File: config.mk
export PLATFORM = sky130hd
export DESIGN_NAME = riscv_zero_decode
export DESIGN_NICKNAME = d
export VERILOG_FILES = /design/src/rtl/riscv_zero_decode.sv
export SDC_FILE = /design/constraint.sdc
export NUM_CORES = 1
export LEC_CHECK = 0
export CAP_MARGIN = 20
export CORE_ASPECT_RATIO = 0.9
export CORE_MARGIN = 1
export CORE_UTILIZATION = 45
export CTS_BUF_LIST = sky130_fd_sc_hd__clkbuf_4 sky130_fd_sc_hd__clkbuf_8
export DETAILED_ROUTE_END_ITERATION = 6
export PLACE_DENSITY_LB_ADDON = 0.12
export RECOVER_POWER = 25
export SLEW_MARGIN = 10
export SYNTH_ARGS = -nofsm -noshare
export SYNTH_HDL_FRONTEND = slang
export SYNTH_SLANG_ARGS = --single-unit
File: constraint.sdc
create_clock -name clk -period 2.91 [get_ports clk]
set_input_delay 0.873 -clock clk [delete_from_list [all_inputs] [get_ports clk]]
set_output_delay 0.873 -clock clk [all_outputs]
set_load 0.01 [all_outputs]
File: src/rtl/riscv_zero_decode.sv
// riscv_zero_decode: RV32I decode stage with a single valid/stall/flush pipeline register toward execute.
module riscv_zero_decode #(
  parameter int XLEN = 32,
  parameter logic [XLEN-1:0] RESET_PC = '0
) (
  input  logic            clk,
  input  logic            reset,
  input  logic [31:0]     d_inst_data,
  input  logic [XLEN-1:0] d_pc,
  input  logic            d_valid,
  output logic            d_ready,
  input  logic            flush,
  input  logic            e_stall,
  output logic            e_valid,
  output logic [XLEN-1:0] e_pc,
  output logic [4:0]      e_rs1,
  output logic [4:0]      e_rs2,
  output logic [4:0]      e_rd,
  output logic [31:0]     e_imm,
  output logic [2:0]      e_funct3,
  output logic            e_funct7b5,
  output logic [3:0]      e_op_class,
  output logic            e_reg_write,
  output logic            e_illegal
);
  localparam logic [3:0] C_LUI = 4'd0, C_AUIPC = 4'd1, C_JAL = 4'd2, C_JALR = 4'd3,
    C_BRANCH = 4'd4, C_LOAD = 4'd5, C_STORE = 4'd6, C_OPIMM = 4'd7, C_OP = 4'd8,
    C_FENCE = 4'd9, C_SYSTEM = 4'd10, C_ILL = 4'd15;
  logic [31:0] inst;
  logic [2:0]  f3;
  logic [6:0]  f7;
  logic [3:0]  opc_cls, cls;
  logic        bad, u_j, i_t, s_b;
  logic [4:0]  rs1, rs2, rd;
  logic [31:0] imm;
  logic        rw, f7b5;
  assign inst = d_inst_data;
  assign f3 = inst[14:12];
  assign f7 = inst[31:25];
  assign d_ready = !e_stall | !e_valid;
  // The full 7-bit opcode is matched, so inst[1:0]!=2'b11 falls into the default.
  always_comb begin
    case (inst[6:0])
      7'h37:   opc_cls = C_LUI;
      7'h17:   opc_cls = C_AUIPC;
      7'h6F:   opc_cls = C_JAL;
      7'h67:   opc_cls = C_JALR;
      7'h63:   opc_cls = C_BRANCH;
      7'h03:   opc_cls = C_LOAD;
      7'h23:   opc_cls = C_STORE;
      7'h13:   opc_cls = C_OPIMM;
      7'h33:   opc_cls = C_OP;
      7'h0F:   opc_cls = C_FENCE;
      7'h73:   opc_cls = C_SYSTEM;
      default: opc_cls = C_ILL;
    endcase
  end
  always_comb begin
    bad = opc_cls == C_ILL
      | (opc_cls == C_LOAD & (f3 == 3'd3 | f3 == 3'd6 | f3 == 3'd7))
      | (opc_cls == C_STORE & f3 > 3'd2)
      | (opc_cls == C_BRANCH & (f3 == 3'd2 | f3 == 3'd3))
      | (opc_cls == C_JALR & f3 != 3'd0)
      | (opc_cls == C_OP & ((f7 != 7'h00 & f7 != 7'h20) | (f7 == 7'h20 & f3 != 3'd0 & f3 != 3'd5)))
      | (opc_cls == C_OPIMM & ((f3 == 3'd1 & f7 != 7'h00) | (f3 == 3'd5 & f7 != 7'h00 & f7 != 7'h20)));
    cls = bad ? C_ILL : opc_cls;
    u_j = cls == C_LUI | cls == C_AUIPC | cls == C_JAL;
    i_t = cls == C_JALR | cls == C_LOAD | cls == C_OPIMM | cls == C_FENCE | cls == C_SYSTEM;
    s_b = cls == C_BRANCH | cls == C_STORE;
    rs1 = (bad | u_j) ? 5'd0 : inst[19:15];
    rs2 = (bad | u_j | i_t) ? 5'd0 : inst[24:20];
    rd = (bad | s_b) ? 5'd0 : inst[11:7];
    imm = (bad | cls == C_OP) ? 32'd0 :
      (cls == C_LUI | cls == C_AUIPC) ? {inst[31:12], 12'b0} :
      cls == C_JAL ? {{12{inst[31]}}, inst[19:12], inst[20], inst[30:21], 1'b0} :
      cls == C_BRANCH ? {{20{inst[31]}}, inst[7], inst[30:25], inst[11:8], 1'b0} :
      cls == C_STORE ? {{21{inst[31]}}, inst[30:25], inst[11:7]} :
      {{21{inst[31]}}, inst[30:20]};
    rw = (u_j | cls == C_JALR | cls == C_LOAD | cls == C_OPIMM | cls == C_OP) & rd != 5'd0;
    f7b5 = inst[30] & (cls == C_OP | (cls == C_OPIMM & (f3 == 3'd1 | f3 == 3'd5)));
  end
  always_ff @(posedge clk) begin
    if (!reset) begin
      e_valid <= 1'b0;
      e_pc <= RESET_PC;
      e_rs1 <= '0;
      e_rs2 <= '0;
      e_rd <= '0;
      e_imm <= '0;
      e_funct3 <= '0;
      e_funct7b5 <= 1'b0;
      e_op_class <= '0;
      e_reg_write <= 1'b0;
      e_illegal <= 1'b0;
    end else if (flush) begin
      e_valid <= 1'b0;
    end else if (d_ready) begin
      e_valid <= d_valid;
      if (d_valid) begin
        e_pc <= d_pc;
        e_rs1 <= rs1;
        e_rs2 <= rs2;
        e_rd <= rd;
        e_imm <= imm;
        e_funct3 <= f3;
        e_funct7b5 <= f7b5;
        e_op_class <= cls;
        e_reg_write <= rw;
        e_illegal <= bad;
      end
    end
  end
endmodule

# Yosys cells after proc, flatten, opt, wreduce, memory -nomap -nowiden
# Cells that the tools add are included.
# Widths: inputs -> output; s select.
dict set report op_classes {
  mux 10
  order_cmp 1
  n_addsub 0
  n_div 0
  n_mul 0
  n_reduce_logical 8
  n_shift 0
  n_bitwise 46
  eq_ne 37
}
# cell count
set op_table {}
lappend op_table {{$pmux 4 s11} 1}
lappend op_table {{$eq 4x3->1 const B} 8}
lappend op_table {{$mux 32} 1}
lappend op_table {{$mux 31} 1}
lappend op_table {{$or 1x1->1} 29}
lappend op_table {{$eq 7x6->1 const B} 4}
lappend op_table {{$eq 7x7->1 const B} 4}
lappend op_table {{$eq 4x4->1 const B} 5}
lappend op_table {{$mux 20} 1}
lappend op_table {{$mux 5} 4}
lappend op_table {{$and 1x1->1} 15}
lappend op_table {{$eq 7x5->1 const B} 2}
lappend op_table {{$eq 4x2->1 const B} 3}
lappend op_table {{$mux 12} 1}
lappend op_table {{$eq 3x3->1 const B} 3}
lappend op_table {{$eq 7x2->1 const B} 1}
lappend op_table {{$eq 7x4->1 const B} 1}
lappend op_table {{$ne 7x6->1 const B} 1}
lappend op_table {{$reduce_bool 7->1} 1}
lappend op_table {{$eq 3x2->1 const B} 2}
lappend op_table {{$reduce_bool 5->1} 1}
lappend op_table {{$eq 4x1->1 const B} 1}
lappend op_table {{$logic_not 4->1} 1}
lappend op_table {{$mux 4} 1}
lappend op_table {{other kinds (8)} 10}
dict set report word_totals {
  n_memories 0
  latchBits 0
  mem_bits_rw 0
  in_bits 69
  out_inout_bits 91
  wordCells 113
  register_bits 90
  romBits 0
}

# Logic depth before layout (Yosys ltp)
# Gate-level depths: netlist (run 1).
dict set report depth {
  word_depth 19
  mapped_depth 10
}

# Least setup slack after synthesis (run 1)
# OpenSTA, ideal clock, no wires.
dict set report synth_timing {
  kind {input to register}
  start {in d_inst_data[6]}
  end {reg e_imm[0]}
  t_arrival_ps 2542
  cell_stages 9
  required_time_ps 2825
  slack_ps 283
  setup_ps 85
  path_buffers 2
  path_cell_list {buf_2 -> or3b_1 -> a211o_1 -> a41oi_2 -> a21oi_2 -> o21ai_2 -> nand3_2 -> buf_6 -> o31ai_2}
}
dict set report synth_between {
  elab_chain_len 17
  elab_cells_between_ends 45
  cone_classes {eq/ne (23); mux (7); bitwise (14); reduce/logical (1)}
}
# item line
set synth_rtl {}
lappend synth_rtl {{start: declaration} 8} ;# input logic [31:0] d_inst_data,
lappend synth_rtl {{$eq 7x7->1 (tied with other cells)} 43} ;# case (inst[6:0])
lappend synth_rtl {{$pmux 4 s11 (*)} 43}
lappend synth_rtl {{$eq 4x3->1} 60} ;# | (opc_cls == C_LOAD & (f3 == 3'd3 | f3 == 3'd6 | f3 == 3'd7))
lappend synth_rtl {{$and 1x1->1} 60}
lappend synth_rtl {{$or 1x1->1} 60}
lappend synth_rtl {{$or 1x1->1} 61} ;# | (opc_cls == C_STORE & f3 > 3'd2)
lappend synth_rtl {{$or 1x1->1} 62} ;# | (opc_cls == C_BRANCH & (f3 == 3'd2 | f3 == 3'd3))
lappend synth_rtl {{$or 1x1->1} 63} ;# | (opc_cls == C_JALR & f3 != 3'd0)
lappend synth_rtl {{$or 1x1->1} 64} ;# | (opc_cls == C_OP & ((f7 != 7'h00 & f7 != 7'h20) | (f7 == 7'h20 & f3 != 3'd0 & f3 != 3'd5)))
lappend synth_rtl {{$or 1x1->1} 65} ;# | (opc_cls == C_OPIMM & ((f3 == 3'd1 & f7 != 7'h00) | (f3 == 3'd5 & f7 != 7'h00 & f7 != 7'h20)));
lappend synth_rtl {{$mux 4} 66} ;# cls = bad ? C_ILL : opc_cls;
lappend synth_rtl {{$eq 4x3->1} 77} ;# cls == C_STORE ? {{21{inst[31]}}, inst[30:25], inst[11:7]} :
lappend synth_rtl {{$mux 5} 77}
lappend synth_rtl {{$mux 12} 76} ;# cls == C_BRANCH ? {{20{inst[31]}}, inst[7], inst[30:25], inst[11:8], 1'b0} :
lappend synth_rtl {{$mux 20} 75} ;# cls == C_JAL ? {{12{inst[31]}}, inst[19:12], inst[20], inst[30:21], 1'b0} :
lappend synth_rtl {{$mux 31} 74} ;# (cls == C_LUI | cls == C_AUIPC) ? {inst[31:12], 12'b0} :
lappend synth_rtl {{$mux 32 (*)} 73} ;# imm = (bad | cls == C_OP) ? 32'd0 :
lappend synth_rtl {{end signal: assignment} 104} ;# e_imm <= imm;
lappend synth_rtl {{end: declaration} 19} ;# output logic [31:0] e_imm,
# Every way passes the cells marked *; elsewhere a longest branch is shown, timed or not.
# A chain may end at the register's enable or synchronous reset.

# Worst setup path after layout (run 1)
dict set report layout_timing {
  start {in d_inst_data[25]}
  end {reg e_rd[4]}
}
dict set report layout_between {
  elab_chain_len 12
  elab_cells_between_ends 21
  cone_classes {eq/ne (4); mux (2); bitwise (14); reduce/logical (1)}
}
# item line
set layout_rtl {}
lappend layout_rtl {{$eq 7x6->1} 64}
lappend layout_rtl {{$and 1x1->1 (2 in series)} 64}
lappend layout_rtl {{$or 1x1->1} 64}
lappend layout_rtl {{$and 1x1->1} 64}
lappend layout_rtl {{$or 1x1->1} 64}
lappend layout_rtl {{$or 1x1->1 (*)} 65}
lappend layout_rtl {{$mux 4} 66}
lappend layout_rtl {{$eq 4x3->1} 69} ;# s_b = cls == C_BRANCH | cls == C_STORE;
lappend layout_rtl {{$or 1x1->1} 69}
lappend layout_rtl {{$or 1x1->1 (*)} 72} ;# rd = (bad | s_b) ? 5'd0 : inst[11:7];
lappend layout_rtl {{$mux 5 (*)} 72}
lappend layout_rtl {{end signal: assignment} 103} ;# e_rd <= rd;
lappend layout_rtl {{end: declaration} 18} ;# output logic [4:0] e_rd,
# Marks and branches as above.

==> results of run 1 <==
==> power by group through the flow <==
| stage | registers [mW] | logic, mW | clock network [mW] |
|---|---|---|---|
| 2_1_floorplan | 1.32 | 0.150 | 0 |
| 3_3_place_gp | 1.31 | 0.413 | 0 |
| 3_5_place_dp | 1.31 | 0.419 | 0 |
| 4_1_cts | 1.28 | 0.422 | 0.858 |
| 5_1_grt | 1.28 | 0.468 | 0.909 |
| 6_report | 1.28 | 0.435 | 0.838 |
==> timing repair <==
| action | 4_1_cts | 5_1_grt |
|---|---|---|
| setup buffers | 0 | 2 |
| resized for setup | 2 | 27 |
| pin swaps | 0 | 7 |
| cloned | 0 | 0 |
| hold endpoints to repair | 0 | 0 |
| endpoints found under the setup margin | 2 | 49 |
==> through the flow <==
| stage | TNS, ns | setup slack [ns] | power [mW] |
|---|---|---|---|
| after CTS | 0 | 0.01226 | 2.559 |
| after detailed placement | -16.99 | -0.3606 | 1.727 |
| after global placement | -14.51 | -0.3130 | 1.719 |
| after floorplan | 0 | 0.2831 | 1.473 |
| final | 0 | 0.01961 | 2.552 |
| after global routing | -0.03421 | -0.01581 | 2.660 |
==> cell usage in the layout (no fill, tap or decap), types with 3 or more instances in the layout <==
master,count
sky130_fd_sc_hd__nor2b_1,3
sky130_fd_sc_hd__nor3b_1,3
sky130_fd_sc_hd__inv_1,3
sky130_fd_sc_hd__clkbuf_8,10
sky130_fd_sc_hd__nand4_1,3
sky130_fd_sc_hd__buf_4,60
sky130_fd_sc_hd__nand2b_1,3
sky130_fd_sc_hd__a21boi_0,38
sky130_fd_sc_hd__nand3_1,7
sky130_fd_sc_hd__nand2_1,110
sky130_fd_sc_hd__dlygate4sd3_1,9
sky130_fd_sc_hd__or2_2,3
sky130_fd_sc_hd__o21ai_0,13
sky130_fd_sc_hd__nand3b_1,3
sky130_fd_sc_hd__a31oi_1,3
sky130_fd_sc_hd__nor2_1,14
sky130_fd_sc_hd__a22o_1,21
sky130_fd_sc_hd__clkdlybuf4s50_1,148
sky130_fd_sc_hd__dfxtp_1,90
sky130_fd_sc_hd__a21oi_1,27
sky130_fd_sc_hd__inv_8,3
sky130_fd_sc_hd__mux2i_1,6
sky130_fd_sc_hd__o21ai_1,15
sky130_fd_sc_hd__xor2_1,3
sky130_fd_sc_hd__nor3_4,4
==> worst max path at each step <==
stage,to,slack [ns],depth (start not counted)
CTS,e_imm[27],0.01,9
global route,e_rd[2],-0.02,8
global placement,e_funct7b5,-0.31,10
finish,e_rd[4],0.02,8
floorplan,e_imm[0],0.28,9
detailed placement,e_op_class[1],-0.36,9
==> kinds of logic after synthesis <==
logic type,after synthesis
buf+inv,36
xor+xnor,4
simple gates,176
compound gates,143
flops,90
mux,6
==> final cells by class <==
type / instances / share of cell area [%]
well taps: 119 / 2.336
inverters: 3 / 0.1767
multi-input cells: 329 / 33.16
clock buffers: 10 / 2.159
flip-flops and latches: 90 / 28.27
clock inverters: 6 / 0.9030
repair buffers: 223 / 33.00
==> registers in the layout, summed over array words and instances, names as in the netlist <==
signal       count
e_rs1            5
e_reg_write      1
e_illegal        1
e_rd             5
e_funct7b5       1
e_imm           32
e_pc            32
e_valid          1
e_funct3         3
e_op_class       4
e_rs2            5
==> worst max-delay path: cells and delay by family <==
family / cells / cell delay, ns
simple gates: 4 / 1.39
compound gates: 3 / 0.48
buf+inv: 1 / 0.45
==> layer usage <==
layer	share of wire [%]	wire (um)
met5	0	0
met3	4.7	559
met2	48	5727
met4	1.4	161
met1	46	5431
==> impl_metrics.ini, run 1 <==
[critical_path]
cp-start-kind = input port
launching_point_of_the_worst_reg2reg_path = e_valid
worst_path_largest_cell_delay_ns = 0.56
timing.critical_path.cells = clkdlybuf4s50_1 -> or4_4 -> nor3_4 -> a21oi_1 -> and3b_4 -> or3_4 -> a21oi_4 -> a22o_1
reg2reg_depth = 5
cp-end-kind = flop
worst_ep_arrival_time_ns = 3.20
critical_path_class = input port to flop
critPathSlowestCell = sky130_fd_sc_hd__or4_4
critPathRequiredTime_ns = 3.22
minimum_setup_slack_among_reg_to_reg_paths_ns = 1.31
r2r-end = e_rs1[2]
critical_path_peak_fanout = 5
cp-startpoint = d_inst_data[25]

[synth]
synth-edff-count = 0
yosys_warnings = 0
synthDistinctLibCells = 64
asyncSetResetFlopFracSynth_pct = 0
synth_adder_area_share_pct = 0
muxShareOfSynthArea_pct = 1.520
syn_area_mm2 = 0.003951
synth_area_leaders = sky130_fd_sc_hd__dfxtp_1 (46%), sky130_fd_sc_hd__nand2_1 (10%), sky130_fd_sc_hd__a21boi_0 (7.4%)
postSynthRegisterBits = 90
sequential_element_share_of_the_synthesized_area_pct = 45.60
synthSimpleGateAreaFrac_pct = 21.85
synth-xor-area-share_pct = 0.8866
synth_nets = 524
ys_dominant_reg_cell = sky130_fd_sc_hd__dfxtp_1
yosys.area.top_type = sky130_fd_sc_hd__dfxtp_1
post_synth.cell_area_avg_um2 = 8.684
syn_inst = 455
yosys-top-cells-count = sky130_fd_sc_hd__nand2_1 (110), sky130_fd_sc_hd__dfxtp_1 (90), sky130_fd_sc_hd__a21boi_0 (39)
fraction_of_the_mapped_netlist_area_in_compound_gates_pct = 26.00
yosys.area.top_type_share_pct = 45.60
synth_top_family_by_area = compound AO/OA/AOI/OAI gates
yosysMostFrequentCell = sky130_fd_sc_hd__nand2_1

[global_route]
track_usage_pct = 26.24
grt_first_pass_wirelength_um = 18990
globalRoute.busiestLayer = met2
m2_gr_usage_pct = 44.29
grt_use_met3_pct = 5.573
use_met1_pct = 33.61
antenna_found_initial = 0
grt_start_max_net_pins = 50
globalRouteOverflowTotal = 0
via_count_of_the_first_global_routing_pass = 3868

[placement]
placed_cell_areas_mm2 = 0.006030
place.detailed.instances = 762
io_buffer_count = 159
place_congestion = 0.9266
dp_hpwl_um = 8959

[clock_network]
cts_root_buf = sky130_fd_sc_hd__clkbuf_8
cts_inserted_buffers = 9
h_tree_levels = 3
clk_latency_ns = 0.37
tritoncts_num_sinks = 90
cts_buffer_depth = 2
count_of_hold_buffers_inserted_by_post_cts_repair = 0
clk_pin_slew_ns = 0.10
cts_tree = done

[power_and_ir_drop]
power_per_cell_area_mw_per_mm2 = 400.5
cellInternalPower_mw = 1.852
netSwitchingFraction_pct = 27.43
share_comb_of_total_power_pct = 17.0
p_switching_uw = 700.1
vdd_drop_max_mv = 0.3227
lkg_pwr_nw = 2.396
power.sequential.fraction_pct = 50.1
clockPowerShare_pct = 32.8

[sta]
final_min_period_over_clock_period_pct = 99.33
layout_min_cycle_time_ns = 2.890
final_hold_viol_count = 0
worstMarginPinSlew_ns = 0.7427
slew_violations = 0
fmax_ghz = 0.3460
whs_ns = 0.4503
slew-limit-headroom_pct = 50.49
finalSetupViolCount = 0
clock_skew_ns = 0.01045

[detailed_routing]
drt_iter0_markers = 163
drt.antenna.violating_nets = 0
route.detailed.wl_per_inst_um = 15.23
post-route-drc-count = 0
detail_route.vias_per_cell = 5.194
firstDrtPassIters = 4
route.vias.total = 4051
drt_wl_total_um = 11880

[floorplanning]
floorplan.rows = 32
core_region_area_mm2 = 0.008528
dieHeight_um = 90.90
die_area_mm2 = 0.009160
initial_core_util_pct = 46.33
ios = 160
die_width_um = 100.8

[final_layout]
area_delta_synth_final_pct = 61.30
layoutNonFillerInstCount = 780
area_of_the_multi_input_gates_mm2 = 0.002113
final_nets = 725
drive_gt1_share_pct = 16.94
n_fill_cell = 626
final_core_utilization_pct = 74.74
seq_area_mm2 = 0.001802
insertedDiodeCount = 0
post_layout_inst_area_mm2 = 0.006374

[min_path]
hp-class = flop to flop
hold-path-cell-count = 2
timing.hold.worst_endpoint = e_imm[15]
holdCritStartpoint = e_imm[15]

[outcome]
result_of_the_run = complete, no violations

[job]
cap_viol_max_count = 0
Note: power is estimated with default switching activity, not from simulation.
==> inputs of run 2 (changes only) <==
- GPL_TIMING_DRIVEN: default -> 0
==> run 2 against run 1 <==
Net effect: count of clock-buffer cells in the layout down 1; register-to-register slack lost 0.29 ns; largest cell class unchanged; via count down 1.4%; cell count decreased by 3.3%; first-iteration DRC count up 9.2%; non-clock buffer count fell by 25; total power grew 0.52%; fmax grew 1.0%; critical path depth up 1; worst hold slack improved by 0.0040 ns.
==> impl_metrics.ini, run 2 (same netlist as run 1, synthesis figures left out) <==
[outcome]
result_of_the_run = complete, no violations

[power_and_ir_drop]
power_per_cell_area_mw_per_mm2 = 421.0
p_total_mw = 2.566
lkg_pwr_nw = 2.376
vdd_drop_max_mv = 0.3508

[floorplanning]
die_area_mm2 = 0.009160
dieHeight_um = 90.90
initial_core_util_pct = 46.33
core_region_area_mm2 = 0.008528
floorplan.rows = 32
die_width_um = 100.8
ios = 160

[final_layout]
final_nets = 700
layout_common_cells = sky130_fd_sc_hd__nand2_1 (109), sky130_fd_sc_hd__clkdlybuf4s50_1 (105), sky130_fd_sc_hd__dfxtp_1 (90), sky130_fd_sc_hd__dlygate4sd3_1 (44), sky130_fd_sc_hd__a21boi_0 (38)
post_layout_inst_area_mm2 = 0.006095
layoutNonFillerInstCount = 754
area_delta_synth_final_pct = 54.24
drive_gt1_share_pct = 11.02
layout_commonest_cell = sky130_fd_sc_hd__nand2_1
insertedDiodeCount = 0
registers_with_the_most_flip_flops = e_imm (32), e_pc (32)

[min_path]
hold-path-cell-count = 2
hp-class = flop to flop

[global_route]
grt_start_max_net_pins = 17
track_usage_pct = 26.18
grt_first_pass_wirelength_um = 18780
globalRouteOverflowTotal = 0
via_count_of_the_first_global_routing_pass = 3762
antenna_found_initial = 0

[critical_path]
cp-end-kind = flop
critical_path_class = input port to flop
critPathRequiredTime_ns = 3.22
worst_ep_arrival_time_ns = 3.17
cp-start-kind = input port
critical_path_peak_fanout = 5
reg2reg_depth = 6

[job]
cap_viol_max_count = 0

[clock_network]
count_of_hold_buffers_inserted_by_post_cts_repair = 0
tritoncts_num_sinks = 90
cts_buffer_depth = 2
clk_latency_ns = 0.37
cts_inserted_buffers = 9
h_tree_levels = 3
cts_root_buf = sky130_fd_sc_hd__clkbuf_8
clk_pin_slew_ns = 0.09
cts_tree = done

[detailed_routing]
route.detailed.wl_per_inst_um = 16.02
detail_route.vias_per_cell = 5.298
post-route-drc-count = 0
route.vias.total = 3995
drt.antenna.violating_nets = 0
firstDrtPassIters = 5
drt_iter0_markers = 178
drt_wl_total_um = 12080

[sta]
finalSetupViolCount = 0
fmax_ghz = 0.3495
slew-limit-headroom_pct = 64.11
layout_min_cycle_time_ns = 2.861
final_hold_viol_count = 0
worstMarginPinSlew_ns = 0.5383
final_min_period_over_clock_period_pct = 98.33
clock_skew_ns = 0.007590
slew_violations = 0

[placement]
io_buffer_count = 157
dp_hpwl_um = 8895
place.detailed.instances = 731
place_congestion = 0.8232
placed_cell_areas_mm2 = 0.005672
[run 2: layout make-up]
cell class                 instances  area (um^2)
fill                             684         2434
buffer                            33        168.9
clock inverter                     6        73.82
clock buffer                       9        123.9
sequential                        90         1802
inverter                           3        11.26
tap                              119        148.9
timing repair buffer             165         1652
multi-input combinational        329         2115
[run 2: critical path, cell delays in order]
cell	delay, ns
sky130_fd_sc_hd__clkdlybuf4s50_1	0.47
sky130_fd_sc_hd__or4_4	0.45
sky130_fd_sc_hd__nor3_4	0.23
sky130_fd_sc_hd__buf_4	0.15
sky130_fd_sc_hd__a221o_1	0.20
sky130_fd_sc_hd__a21oi_4	0.10
sky130_fd_sc_hd__o21a_2	0.19
sky130_fd_sc_hd__nor3_2	0.31
sky130_fd_sc_hd__a22o_1	0.20
[run 2: worst paths after layout]
kind / from / to / slack (ns)
setup / recovery: d_inst_data[28] / e_imm[8] / 0.05
hold / removal: e_imm[29] / e_imm[29] / 0.45
hold reg to reg: e_imm[29] / e_imm[29] / 0.45
setup reg to reg: e_valid / e_imm[8] / 1.02
[run 2: repair_timing]
item                       in CTS  in global routing
resized for setup              12                 33
setup buffers                   3                  5
setup endpoints to repair      41                 47
pin swaps                       4                  8
[run 2: stage by stage]
stage | hold slack (ns) | setup TNS [ns] | worst slack [ns] | utilization (%)
4_1_cts | 0.4576 | 0 | 0.003458 | 69.69
3_5_place_dp | 0.4437 | -22.06 | -0.5077 | 66.51
3_3_place_gp | 0.4339 | -22.69 | -0.5427 | 66.51
5_1_grt | 0.4673 | -0.1976 | -0.02692 | 71.46
6_report | 0.4542 | 0 | 0.04859 | 71.46
2_1_floorplan | 0.4715 | 0 | 0.2831 | -
[run 2: layer usage]
layer  GRT usage (%)  part of all wire [%]  vias to the layer above  wire length [um]
met5               0                     0                        -                 0
met2           43.09                    49                      146              5955
met1           34.47                    43                     1877              5192
met3           6.192                   6.3                       19               766
met4           6.280                   1.4                        0               165
li1                -                     -                     1953                 -
[run 2: report_power, final]
group	total, mW	switching (mW)	leakage [nW]	internal (mW)
logic	0.404	0.202	1.55	0.202
clock network	0.883	0.479	0.0942	0.404
registers	1.28	0.0154	0.730	1.26
total	2.57	0.696	2.38	1.87
==> inputs of run 3 (changes only) <==
- clock period: 2.91 -> 2.8 ns (I/O delays scaled with it)
==> run 3 against run 2 <==
Net effect: sequential power rose by 4%; cell area decreased by 0.88%; cell count down 0.13%; first-iteration DRC count up 14%; sequential share of layout area is 0.26 points higher; combinational power up 1%; clock power rose by 3.6%; critical path type unchanged.
==> impl_metrics.ini, run 3 (same netlist as run 1, synthesis figures left out) <==
[power_and_ir_drop]
netSwitchingFraction_pct = 26.96
p_switching_uw = 715.6
cellInternalPower_mw = 1.938
power.sequential.fraction_pct = 50.1
share_comb_of_total_power_pct = 15.5
power_per_cell_area_mw_per_mm2 = 439.3
clockPowerShare_pct = 34.5
vdd_drop_max_mv = 0.3633
lkg_pwr_nw = 2.321
p_total_mw = 2.654

[detailed_routing]
firstDrtPassIters = 5
route.detailed.wl_per_inst_um = 15.57
drt.antenna.violating_nets = 0
drt_wl_total_um = 11730
post-route-drc-count = 0
drt_iter0_markers = 203
detail_route.vias_per_cell = 5.329
route.vias.total = 4013

[global_route]
grt_first_pass_wirelength_um = 18880
track_usage_pct = 26.26
antenna_found_initial = 0
globalRouteOverflowTotal = 0
via_count_of_the_first_global_routing_pass = 3787
grt_start_max_net_pins = 17

[placement]
io_buffer_count = 157
placed_cell_areas_mm2 = 0.005672
place_congestion = 0.8232
dp_hpwl_um = 8895

[critical_path]
launching_point_of_the_worst_reg2reg_path = e_valid
cp-startpoint = d_inst_data[13]
reg2reg_depth = 8
critical_path_peak_fanout = 7
cp-start-kind = input port
critPathSlowestCell = sky130_fd_sc_hd__clkdlybuf4s50_1
critPathBufInv = 1
worst_ep_arrival_time_ns = 2.96
timing.critical_path.cells = clkdlybuf4s50_1 -> o21ai_0 -> a221o_1 -> a21oi_4 -> o21a_2 -> nor2_1 -> a32o_1
critPathRequiredTime_ns = 3.06
crit_cells = 7
cp-end-kind = flop
kind_of_cell_adding_the_most_delay_to_the_critical_path = compound AO/OA/AOI/OAI gates
critical_path_class = input port to flop
worst_path_largest_cell_delay_ns = 0.62

[clock_network]
cts_buffer_depth = 2
count_of_hold_buffers_inserted_by_post_cts_repair = 0
clk_latency_ns = 0.36
cts_inserted_buffers = 9
clk_pin_slew_ns = 0.09
tritoncts_num_sinks = 90
cts_root_buf = sky130_fd_sc_hd__clkbuf_8
h_tree_levels = 3
cts_tree = done

[sta]
final_hold_viol_count = 0
final_min_period_over_clock_period_pct = 96.62
worstMarginPinSlew_ns = 0.5402
fmax_ghz = 0.3696
slew-limit-headroom_pct = 63.90
slew_violations = 0
clock_skew_ns = 0.008388
finalSetupViolCount = 0
layout_min_cycle_time_ns = 2.705
setup_repair_after_global_routing_missed_its_margin = no

[final_layout]
drive_gt1_share_pct = 10.57
layout_commonest_cell = sky130_fd_sc_hd__nand2_1
insertedDiodeCount = 0
registers_with_the_most_flip_flops = e_imm (32), e_pc (32)
area_delta_synth_final_pct = 52.88
layout_common_cells = sky130_fd_sc_hd__nand2_1 (109), sky130_fd_sc_hd__clkdlybuf4s50_1 (103), sky130_fd_sc_hd__dfxtp_1 (90), sky130_fd_sc_hd__dlygate4sd3_1 (44), sky130_fd_sc_hd__a21boi_0 (38)
n_fill_cell = 692
final_nets = 699
post_layout_inst_area_mm2 = 0.006041

[floorplanning]
floorplan.rows = 32
die_width_um = 100.8
ios = 160
initial_core_util_pct = 46.33
core_region_area_mm2 = 0.008528
dieHeight_um = 90.90
die_area_mm2 = 0.009160

[outcome]
result_of_the_run = complete, no violations

[job]
cap_viol_max_count = 0

[min_path]
holdCritStartpoint = e_imm[29]
hp-class = flop to flop
hold-path-cell-count = 2
-- run 3: cell types whose count changed in the layout (fill, tap and decap cells not counted), sizes merged --
| cell | before | now |
|---|---|---|
| dlymetal6s2s | 8 | 3 |
| buf | 20 | 22 |
| clkdlybuf4s50 | 105 | 103 |
| dlygate4sd2 | 0 | 7 |
| clkbuf | 30 | 27 |
-- run 3: power by group through the flow --
stage | Clock (mW) | Sequential (mW) | Combinational [mW]
after floorplan | 0 | 1.37 | 0.156
after global placement | 0 | 1.36 | 0.393
after detailed placement | 0 | 1.36 | 0.398
after CTS | 0.931 | 1.33 | 0.411
after global routing | 0.983 | 1.33 | 0.442
final | 0.915 | 1.33 | 0.410
-- run 3: final cells by class --
type | instances | area, um^2 | share of cell area [%]
multi-input combinational | 329 | 2088 | 34.57
sequential | 90 | 1802 | 29.83
timing repair buffer | 165 | 1630 | 26.99
buffer | 32 | 162.7 | 2.693
tap | 119 | 148.9 | 2.465
clock buffer | 9 | 123.9 | 2.051
clock inverter | 6 | 73.82 | 1.222
inverter | 3 | 11.26 | 0.1864
-- run 3: path summary, 6_finish.rpt --
path	end	slack, ns
hold / removal	e_imm[29]	0.45
setup / recovery	e_imm[10]	0.09
hold reg to reg	e_imm[29]	0.45
setup reg to reg	e_imm[0]	0.98
-- run 3: through the flow --
| stage | std cells | setup TNS (ns) | hold slack (ns) | utilization (%) | setup WS [ns] |
|---|---|---|---|---|---|
| floorplan | 455 | 0 | 0.4715 | - | 0.2061 |
| global route | 753 | 0 | 0.4673 | 70.83 | 0.01032 |
| finish | 753 | 0 | 0.4541 | 70.83 | 0.09457 |
| global placement | 731 | -26.85 | 0.4339 | 66.51 | -0.6197 |
| detailed placement | 731 | -26.22 | 0.4437 | 66.51 | -0.5847 |
| CTS | 750 | 0 | 0.4576 | 70.35 | 0.002441 |
-- run 3: worst min-delay path: stages, from the launching register on --
cell                      delay, ns
sky130_fd_sc_hd__dfxtp_1       0.32
sky130_fd_sc_hd__nand2_1       0.05
sky130_fd_sc_hd__o21ai_1       0.05
-- run 3: routing by layer --
layer | wire length (um) | global-route usage, % | vias up
li1 | - | - | 1955
met1 | 5041 | 34.48 | 1889
met2 | 5717 | 43.15 | 149
met3 | 769 | 6.192 | 20
met4 | 197 | 6.763 | 0
met5 | 0 | 0 | -
-- run 3: what timing repair did --
item | CTS | global route
setup endpoints to repair | 50 | 35
pin swaps | 10 | 4
gates resized for setup | 30 | 9
setup buffers | 5 | 3
